[config.mk]
export PLATFORM = sky130hd
export DESIGN_NAME = rfid_pie_decoder
export DESIGN_NICKNAME = d
export VERILOG_FILES = /design/src/rtl/rfid_pie_decoder.sv
export SDC_FILE = /design/constraint.sdc
export NUM_CORES = 1
export LEC_CHECK = 0
export ABC_AREA = 1
export BUFFER_PORTS_ARGS = -buffer_cell sky130_fd_sc_hd__buf_2
export CORE_UTILIZATION = 40
export DETAILED_ROUTE_END_ITERATION = 12
export GPL_TIMING_DRIVEN = 0
export HOLD_SLACK_MARGIN = 0.05
export SLEW_MARGIN = 20
export SYNTH_ARGS = -nofsm -noshare
export SYNTH_HDL_FRONTEND = slang
export SYNTH_SLANG_ARGS = --single-unit
[constraint.sdc]
create_clock -name clock -period 2.31 [get_ports clock]
set_clock_uncertainty 0.2 [all_clocks]
set_input_delay 0 -clock clock [delete_from_list [all_inputs] [get_ports clock]]
set_output_delay 0 -clock clock [all_outputs]
set_load 0.05 [all_outputs]
[src/rtl/rfid_pie_decoder.sv]
`timescale 1ns/1ps
// PIE front end for the tag uplink: recovers delimiter, Tari, RTcal and optional TRcal,
// then emits one decoded bit per symbol on UL_data/UL_clock for rfid_receive.
module rfid_pie_decoder #(
    parameter int CNT_W     = 12,
    parameter int DELIM_MIN = 20,
    parameter int DELIM_MAX = 40
) (
    input  logic             clock,
    input  logic             reset,
    input  logic             env_in,
    output logic             UL_data,
    output logic             UL_clock,
    output logic             frame_active,
    output logic             frame_done,
    output logic             frame_err,
    output logic             trcal_seen,
    output logic [CNT_W-1:0] tari,
    output logic [CNT_W-1:0] rtcal,
    output logic [CNT_W-1:0] trcal,
    output logic [7:0]       bit_count
);

    typedef enum logic [2:0] {IDLE, DELIM, TARI, RTCAL, PRE, DATA} state_t;

    localparam logic [CNT_W-1:0] CNT_MAX = '1;
    localparam logic [CNT_W-1:0] CNT_ONE = CNT_W'(1);
    localparam logic [CNT_W-1:0] DMIN    = CNT_W'(DELIM_MIN);
    localparam logic [CNT_W-1:0] DMAX    = CNT_W'(DELIM_MAX);

    state_t           state, state_n;
    logic             env_meta, env_sync, env_lvl, rise, fall;
    logic [CNT_W-1:0] cnt, lcnt, pivot;
    logic [CNT_W+1:0] cnt_w, tari_x2, tari_x4, rtcal_x2;
    logic             enter_delim, emit, fail, finish, low_err, delim_ok;
    logic [CNT_W-1:0] tari_n, rtcal_n, trcal_n;
    logic             seen_n, active_n, done_n, err_n, strobe_n, data_n;
    logic [7:0]       bits_n;

    // env_lvl trails the synchronizer by one stage so it lines up with the registered edge pulses.
    always_ff @(posedge clock) begin
        if (reset) begin
            env_meta <= 1'b1;
            env_sync <= 1'b1;
            env_lvl  <= 1'b1;
            rise     <= 1'b0;
            fall     <= 1'b0;
        end else begin
            env_meta <= env_in;
            env_sync <= env_meta;
            env_lvl  <= env_sync;
            rise     <= env_sync & ~env_lvl;
            fall     <= ~env_sync & env_lvl;
        end
    end

    always_ff @(posedge clock) begin
        if (reset) begin
            cnt  <= '0;
            lcnt <= '0;
        end else begin
            if (rise || enter_delim) begin
                cnt <= CNT_ONE;
            end else if (cnt != CNT_MAX) begin
                cnt <= cnt + CNT_ONE;
            end

            if (rise) begin
                lcnt <= '0;
            end else if (!env_lvl && lcnt != CNT_MAX) begin
                lcnt <= lcnt + CNT_ONE;
            end
        end
    end

    assign pivot    = {1'b0, rtcal[CNT_W-1:1]};
    assign cnt_w    = {2'b00, cnt};
    assign tari_x2  = {1'b0, tari, 1'b0};
    assign tari_x4  = {tari, 2'b00};
    assign rtcal_x2 = {1'b0, rtcal, 1'b0};
    assign delim_ok = (lcnt >= DMIN) && (lcnt <= DMAX);

    // Before RTcal is known the low pulse is bounded by Tari; tari itself is still open in TARI.
    always_comb begin
        low_err = 1'b0;
        if (!env_lvl) begin
            if (cnt == CNT_MAX) begin
                low_err = 1'b1;
            end
            case (state)
                RTCAL:     if (lcnt > tari)  low_err = 1'b1;
                PRE, DATA: if (lcnt > pivot) low_err = 1'b1;
                default:   ;
            endcase
        end
    end

    always_comb begin
        state_n     = state;
        enter_delim = 1'b0;
        emit        = 1'b0;
        fail        = 1'b0;
        finish      = 1'b0;
        tari_n      = tari;
        rtcal_n     = rtcal;
        trcal_n     = trcal;
        seen_n      = trcal_seen;
        bits_n      = bit_count;
        active_n    = frame_active;
        done_n      = 1'b0;
        err_n       = 1'b0;
        strobe_n    = 1'b0;
        data_n      = 1'b0;

        case (state)
            // Wait for a fresh fall so a low already in progress is never mistaken for a delimiter.
            IDLE: begin
                active_n = 1'b0;
                if (fall) begin
                    state_n     = DELIM;
                    enter_delim = 1'b1;
                end
            end
            DELIM: begin
                if (rise) begin
                    if (delim_ok) begin
                        active_n = 1'b1;
                        trcal_n  = '0;
                        seen_n   = 1'b0;
                        bits_n   = '0;
                        state_n  = TARI;
                    end else begin
                        state_n = IDLE;
                    end
                end
            end
            TARI: begin
                if (rise) begin
                    tari_n  = cnt;
                    state_n = RTCAL;
                end else if (low_err) begin
                    fail = 1'b1;
                end
            end
            RTCAL: begin
                if (rise) begin
                    rtcal_n = cnt;
                    if (cnt_w > tari_x2 && cnt_w < tari_x4) begin
                        state_n = PRE;
                    end else begin
                        fail = 1'b1;
                    end
                end else if (low_err) begin
                    fail = 1'b1;
                end
            end
            PRE: begin
                if (rise) begin
                    if (cnt > rtcal) begin
                        trcal_n = cnt;
                        seen_n  = 1'b1;
                    end else begin
                        emit = 1'b1;
                    end
                    state_n = DATA;
                end else if (low_err) begin
                    fail = 1'b1;
                end else if (env_lvl && cnt_w >= rtcal_x2) begin
                    finish = 1'b1;
                end
            end
            DATA: begin
                if (rise) begin
                    emit = 1'b1;
                end else if (low_err) begin
                    fail = 1'b1;
                end else if (env_lvl && cnt_w >= rtcal_x2) begin
                    finish = 1'b1;
                end
            end
            default: state_n = IDLE;
        endcase

        if (emit) begin
            strobe_n = 1'b1;
            data_n   = (cnt > pivot);
            if (bit_count != 8'hFF) begin
                bits_n = bit_count + 8'd1;
            end
        end

        if (fail) begin
            err_n    = 1'b1;
            active_n = 1'b0;
            state_n  = IDLE;
        end else if (finish) begin
            done_n   = 1'b1;
            active_n = 1'b0;
            state_n  = IDLE;
        end
    end

    always_ff @(posedge clock) begin
        if (reset) begin
            state        <= IDLE;
            tari         <= '0;
            rtcal        <= '0;
            trcal        <= '0;
            trcal_seen   <= 1'b0;
            bit_count    <= '0;
            frame_active <= 1'b0;
            frame_done   <= 1'b0;
            frame_err    <= 1'b0;
            UL_clock     <= 1'b0;
            UL_data      <= 1'b0;
        end else begin
            state        <= state_n;
            tari         <= tari_n;
            rtcal        <= rtcal_n;
            trcal        <= trcal_n;
            trcal_seen   <= seen_n;
            bit_count    <= bits_n;
            frame_active <= active_n;
            frame_done   <= done_n;
            frame_err    <= err_n;
            UL_clock     <= strobe_n;
            UL_data      <= data_n;
        end
    end

endmodule

==> results of run 1 <==
-- worst max-delay path, cell delays in order, from the launching register on --
cell	delay [ns]
dfxtp_4	0.36
clkinvlp_4	0.16
buf_4	0.17
ha_1	0.30
a21oi_1	0.14
o21ai_0	0.10
a21oi_1	0.13
nand3_1	0.13
a21oi_1	0.20
nand2_2	0.11
nor2_1	0.10
-- power by group --
part	switching, W	internal (W)
combinational	0.000107	0.0000553
clock	0.000578	0.000972
sequential	0.0000149	0.00142
total	0.000701	0.00245
-- sequential cells by signal, summed over array words and instances (netlist names), 3 cells and up --
signal and flops:
lcnt 12, bit_count 8, tari 12, trcal 12
state 3, rtcal 12, cnt 12
-- metrics by stage --
stage / setup TNS (ns) / instance area [µm²] / power [W] / hold WS, ns / instances
6_report: 0 / 6610 / 0.00315 / 0.167 / 1051
5_1_grt: 0 / 6610 / 0.00327 / 0.190 / 1051
4_1_cts: 0 / 6450 / 0.00318 / 0.156 / 1048
3_5_place_dp: -2.47 / 6100 / 0.00162 / -0.0150 / 1032
3_3_place_gp: -2.71 / 6100 / 0.00162 / -0.0176 / 1032
2_1_floorplan: 0 / 5620 / 0.00157 / -0.0962 / 805
-- cell usage in the layout (no fill, tap or decap), types with 3 or more instances in the layout --
master / n
nor3_1: 16
nor2_2: 7
nand3_1: 29
nand2_1: 162
o21ai_0: 50
buf_4: 4
clkbuf_16: 9
nor3_2: 3
clkbuf_1: 8
nand2_2: 5
a21oi_1: 91
dfxtp_1: 61
nand3_2: 14
inv_1: 109
dfxtp_2: 20
nand2_4: 5
buf_2: 56
ha_1: 79
o21ai_1: 7
inv_2: 12
xor2_1: 11
nor2_1: 64
or2_2: 3
nand4_1: 16
-- repair_timing --
| item | CTS | global route |
|---|---|---|
| pin swaps | 0 | 4 |
| resized for setup | 10 | 40 |
| buffers inserted | 0 | 3 |
| setup endpoints to repair | 21 | 28 |
| cloned | 0 | 0 |
| endpoints found under the hold margin | 3 | 0 |
| hold buffers | 2 | 0 |
-- final timing paths --
path | cells past startpoint | slack [ns] | to
min reg2reg | 1 | 0.21 | env_sync$_SDFF_PP1_
max reg2reg | 10 | 0.14 | state[1]$_SDFFE_PP0P_
min | 3 | 0.17 | env_meta$_SDFF_PP1_
max | 10 | 0.14 | state[1]$_SDFFE_PP0P_
-- per-layer routing --
layer,share of wire,vias up
li1,-,2787
met1,0.47,2416
met2,0.46,147
met3,0.055,18
met4,0.017,0
met5,0,-
-- layout make-up --
cell class	count	area share
Buffer	15	0.0129
Clock buffer	11	0.0367
Clock inverter	4	0.0115
Inverter	124	0.0714
Multi-Input combinational cell	583	0.536
Sequential cell	82	0.253
Tap cell	176	0.0333
Timing Repair Buffer	56	0.0451
-- kinds of logic (layout without fill, tap and decap cells) --
logic type / after synthesis / in the layout / synth area share
buffers and inverters: 140 / 210 / 0.0983
and+or+nand+nor: 333 / 333 / 0.265
AOI/OAI and AO/OA: 157 / 157 / 0.145
adders and majority gates: 81 / 81 / 0.181
DFF: 82 / 82 / 0.293
xor gates and xnor gates: 12 / 12 / 0.0187
==> out/results.ini, run 1 <==
[yosys]
synth_cells = 805
synthTopCellsByCount = nand2_1, inv_1, a21oi_1
async_flop_share = 0
netlist.area_leader.share = 0.293
syn_area_per_cell_um2 = 6.97
yosysTopAreaCell = dfxtp_1
ys_top_cells_by_area = dfxtp_1, ha_1, nand2_1
syn_area_um2 = 5610
ys_ff_latch = 82
syn-num-nets = 889
yosysSeqAreaShare = 0.293
synth_cell_types = 39
synth-edff-count = 0
synth_flop_cell = dfxtp_1
yosysMostFrequentCell = nand2_1
synth_warnings = 0

[worst_hold_path]
hold_path.class = in2reg
min_from = env_in

[grt]
grt_max_degree = 14
antenna_found_initial = 0
gr-usage-met1 = 0.296
grt_pass1_vias = 4924
use_met2 = 0.352
grt_overflow = 0
met3_usage = 0.0349
grt_use_total = 0.219
top_usage_layer = met2
grt_pass1_wl_mm = 24.6

[routing]
drt_wl_total_mm = 15.4
post-route-drc-count = 0
firstDrtPassIters = 6
drt.antenna.violating_nets = 0
detail_route.wl_per_cell_um = 14.6
via_per_inst = 5.11
drt_iter0_markers = 287
vias = 5368

[floorplan]
io_pins = 53
die-area_um2 = 14500
die_w_um = 120
fp.dieH_um = 120
fp-row-count = 42
start_util = 0.417
core_um2 = 13500

[clock_network]
h-tree-depth = 3
cts_buffers = 9
tritoncts = yes
cts_root_buf = clkbuf_16
clkTransAtPathRegs_ns = 0.06
clock_path_buffers = 2
cts.sinks = 82
clock_latency_ns = 0.35

[sta]
setup_viol = 0
fmax_mhz = 461
slew_viol_final = 0
hold_viol_final = 0
worst_pin_slew_ns = 0.658
rsz0062_at_grt = false
period_minus_slack_ns = 2.17
period_share = 0.939
max_slew_margin = 0.560
fin_ws_ns = 0.141

[layout]
num-fill-cells = 1432
utilization = 0.491
diodes = 0
num-nets-final = 955
drive_gt1_frac = 0.177
syn_to_final_growth_pct = 17.8
seqCellArea_um2 = 1670
multiInputGateArea_um2 = 3540

[worst_setup_path]
crit_path_end_kind = flip-flop
critPathLaunch = rtcal[5]$_SDFFE_PP0P_
setup.worst_path.class = reg2reg
cp.required_ns = 2.40
startpoint_type = flip-flop
worstPathMaxFanout = 4
r2r-start = rtcal[5]$_SDFFE_PP0P_
worstPathArrival_ns = 2.25

[power_and_ir_drop]
power_leakage_nw = 3.23
irDropWorstVdd_v = 0.000363
cellPowerDensity_nw_per_um2 = 477

[placement]
portBuffers = 51
dp_slack_ns = -0.252
gp_congestion = 0.874
dp_hpwl_mm = 11.8

[outcome]
outcome = complete, no violations

[run]
drv_cap = 0

Power figures use the tool's default switching activity.
==> run 2: changes to the inputs <==
Settings changed: CELL_PAD_IN_SITES_DETAIL_PLACEMENT from default to 0, CELL_PAD_IN_SITES_GLOBAL_PLACEMENT from default to 1, PLACE_DENSITY_LB_ADDON from default to 0.1.
==> run 2 against run 1 <==
  * Clock power increased by 8%
  * Register-to-register slack improved by 0.02 ns
  * Count of clock-buffer cells in the layout increased by 1
==> out/results.ini, run 2 (synthesized netlist as in run 1, its figures left out) <==
[power_and_ir_drop]
p_int_w = 0.00256
sequentialPowerShare = 0.440
p_sw_w = 0.000705
switching_share = 0.216
power_leakage_nw = 3.25
p_comb_frac = 0.049
total_power_w = 0.00327
pwr-share-clk = 0.511
irDropWorstVdd_v = 0.000494
cellPowerDensity_nw_per_um2 = 497

[grt]
grt_max_degree = 14
grt_pass1_wl_mm = 26.2
grt_overflow = 0
antenna_found_initial = 0
grt_use_total = 0.235
grt_pass1_vias = 5061

[routing]
drt_wl_total_mm = 16.5
via_per_inst = 5.16
drt.antenna.violating_nets = 0
dr_wl_met2_mm = 7.64
vias = 5429
met3_length_um = 883
post-route-drc-count = 0
drt_iter0_markers = 328
wl_met1_mm = 7.74
detail_route.wl_per_cell_um = 15.7
firstDrtPassIters = 5
top_layer = met4

[clock_network]
tritoncts = yes
cts_root_buf = clkbuf_16
clock_path_buffers = 2
cts.sinks = 82
cts_buffers = 9
clock_latency_ns = 0.35
h-tree-depth = 3
clkTransAtPathRegs_ns = 0.06

[sta]
worst_pin_slew_ns = 0.647
setup_viol = 0
max_slew_margin = 0.567
holdWs_ns = 0.174
hold_viol_final = 0
fin_ws_ns = 0.157
slew_viol_final = 0
fmax_mhz = 464
period_minus_slack_ns = 2.15
period_share = 0.932
rsz0062_at_grt = true

[placement]
gp_congestion = 0.893
dp_slack_ns = -0.397
portBuffers = 51
placed_area_um2 = 6100
dp_hpwl_mm = 12.6

[floorplan]
fp-row-count = 42
die_w_um = 120
io_pins = 53
core_um2 = 13500
start_util = 0.417
die-area_um2 = 14500
fp.dieH_um = 120

[worst_setup_path]
r2r_slack_ns = 0.16
crit_path_end_kind = flip-flop
crit_chain = inv_1, ha_1, nand4_1, nand2b_1, o21ai_0, inv_1, nand2_1, nand2_4, inv_2, nand2_4, o21ai_1, nor2_1
r2r-start = rtcal[5]$_SDFFE_PP0P_
worstPathMaxFanout = 8
r2r_cells = 12
cp.required_ns = 2.34
startpoint_type = flip-flop
worstReg2RegEnd = bit_count[1]$_SDFF_PP0_
slowest_stage = dfxtp_2
worstPathArrival_ns = 2.19
slowest_delay_ns = 0.34
critPathLaunch = rtcal[5]$_SDFFE_PP0P_
setup.worst_path.class = reg2reg
crit_end = bit_count[1]$_SDFF_PP0_

[layout]
seqCellArea_um2 = 1680
fin_area_um2 = 6580
mostFrequentLayoutCell = nand2_1
drive_gt1_frac = 0.174
syn_to_final_growth_pct = 17.3
final_cell_mix = nand2_1, inv_1, a21oi_1
utilization = 0.489
num-fill-cells = 1402
multiInputGateArea_um2 = 3490
num-nets-final = 955
diodes = 0

[run]
drv_cap = 0

[worst_hold_path]
hold_path.class = in2reg

[outcome]
outcome = complete, no violations

==> run 2: cell count changes in the layout (fill, tap and decap cells not counted), sizes merged <==
| cell | previous run | this run |
|---|---|---|
| bufinv | 2 | 3 |
| clkbuf | 18 | 19 |
| clkinvlp | 2 | 0 |
| inv | 122 | 123 |
==> run 2: cell type report <==
type / instances / share of cell area
Buffer: 15 / 0.0124
Clock buffer: 12 / 0.0375
Clock inverter: 4 / 0.0150
Inverter: 124 / 0.0707
Multi-Input combinational cell: 583 / 0.531
Sequential cell: 82 / 0.255
Tap cell: 176 / 0.0335
Timing Repair Buffer: 56 / 0.0453
==> run 2: timing repair <==
| item | 4_1_cts | 5_1_grt |
|---|---|---|
| setup buffers | 0 | 3 |
| setup endpoints to repair | 27 | 26 |
| hold endpoints to repair | 3 | 0 |
| pin swaps | 0 | 1 |
| resized for setup | 15 | 27 |
| hold buffers | 2 | 0 |
==> run 2: how the worst min path moves through the flow <==
| stage | start | to | slack (ns) | cells after the start |
|---|---|---|---|---|
| 3_5_place_dp | env_in | env_meta$_SDFF_PP1_ | -0.009 | 2 |
| 3_3_place_gp | env_in | env_meta$_SDFF_PP1_ | -0.01 | 2 |
| 2_1_floorplan | env_in | env_meta$_SDFF_PP1_ | -0.1 | 1 |
| 5_1_grt | env_in | env_meta$_SDFF_PP1_ | 0.19 | 3 |
| 4_1_cts | env_in | env_meta$_SDFF_PP1_ | 0.17 | 3 |
| 6_report | env_in | env_meta$_SDFF_PP1_ | 0.17 | 3 |
==> run 2: power by group through the flow <==
stage	sequential [W]	combinational, W	clock (W)
2_1_floorplan	0.00146	0.000110	0
3_3_place_gp	0.00147	0.000147	0
3_5_place_dp	0.00147	0.000151	0
4_1_cts	0.00144	0.000155	0.00169
5_1_grt	0.00144	0.000184	0.00175
6_report	0.00144	0.000160	0.00167
==> run 2: through the flow <==
step	std cells	TNS, ns
after floorplan	805	0
after global placement	1032	-3.79
after detailed placement	1032	-5.21
after CTS	1049	0
after global routing	1052	-0.0847
final	1052	0
==> run 2: critical path: cells and delay by family (launching register included) <==
kind | cells | cell delay [ns]
AOI/OAI and AO/OA | 2 | 0.27
adders and majority gates | 1 | 0.33
buffers and inverters | 3 | 0.30
DFF | 1 | 0.34
and+or+nand+nor | 6 | 0.59
==> run 2: layer usage <==
metal,global-route usage,up-vias
li1,-,2785
met1,0.305,2495
met2,0.393,131
met3,0.0462,18
met4,0.0741,0
met5,0,-
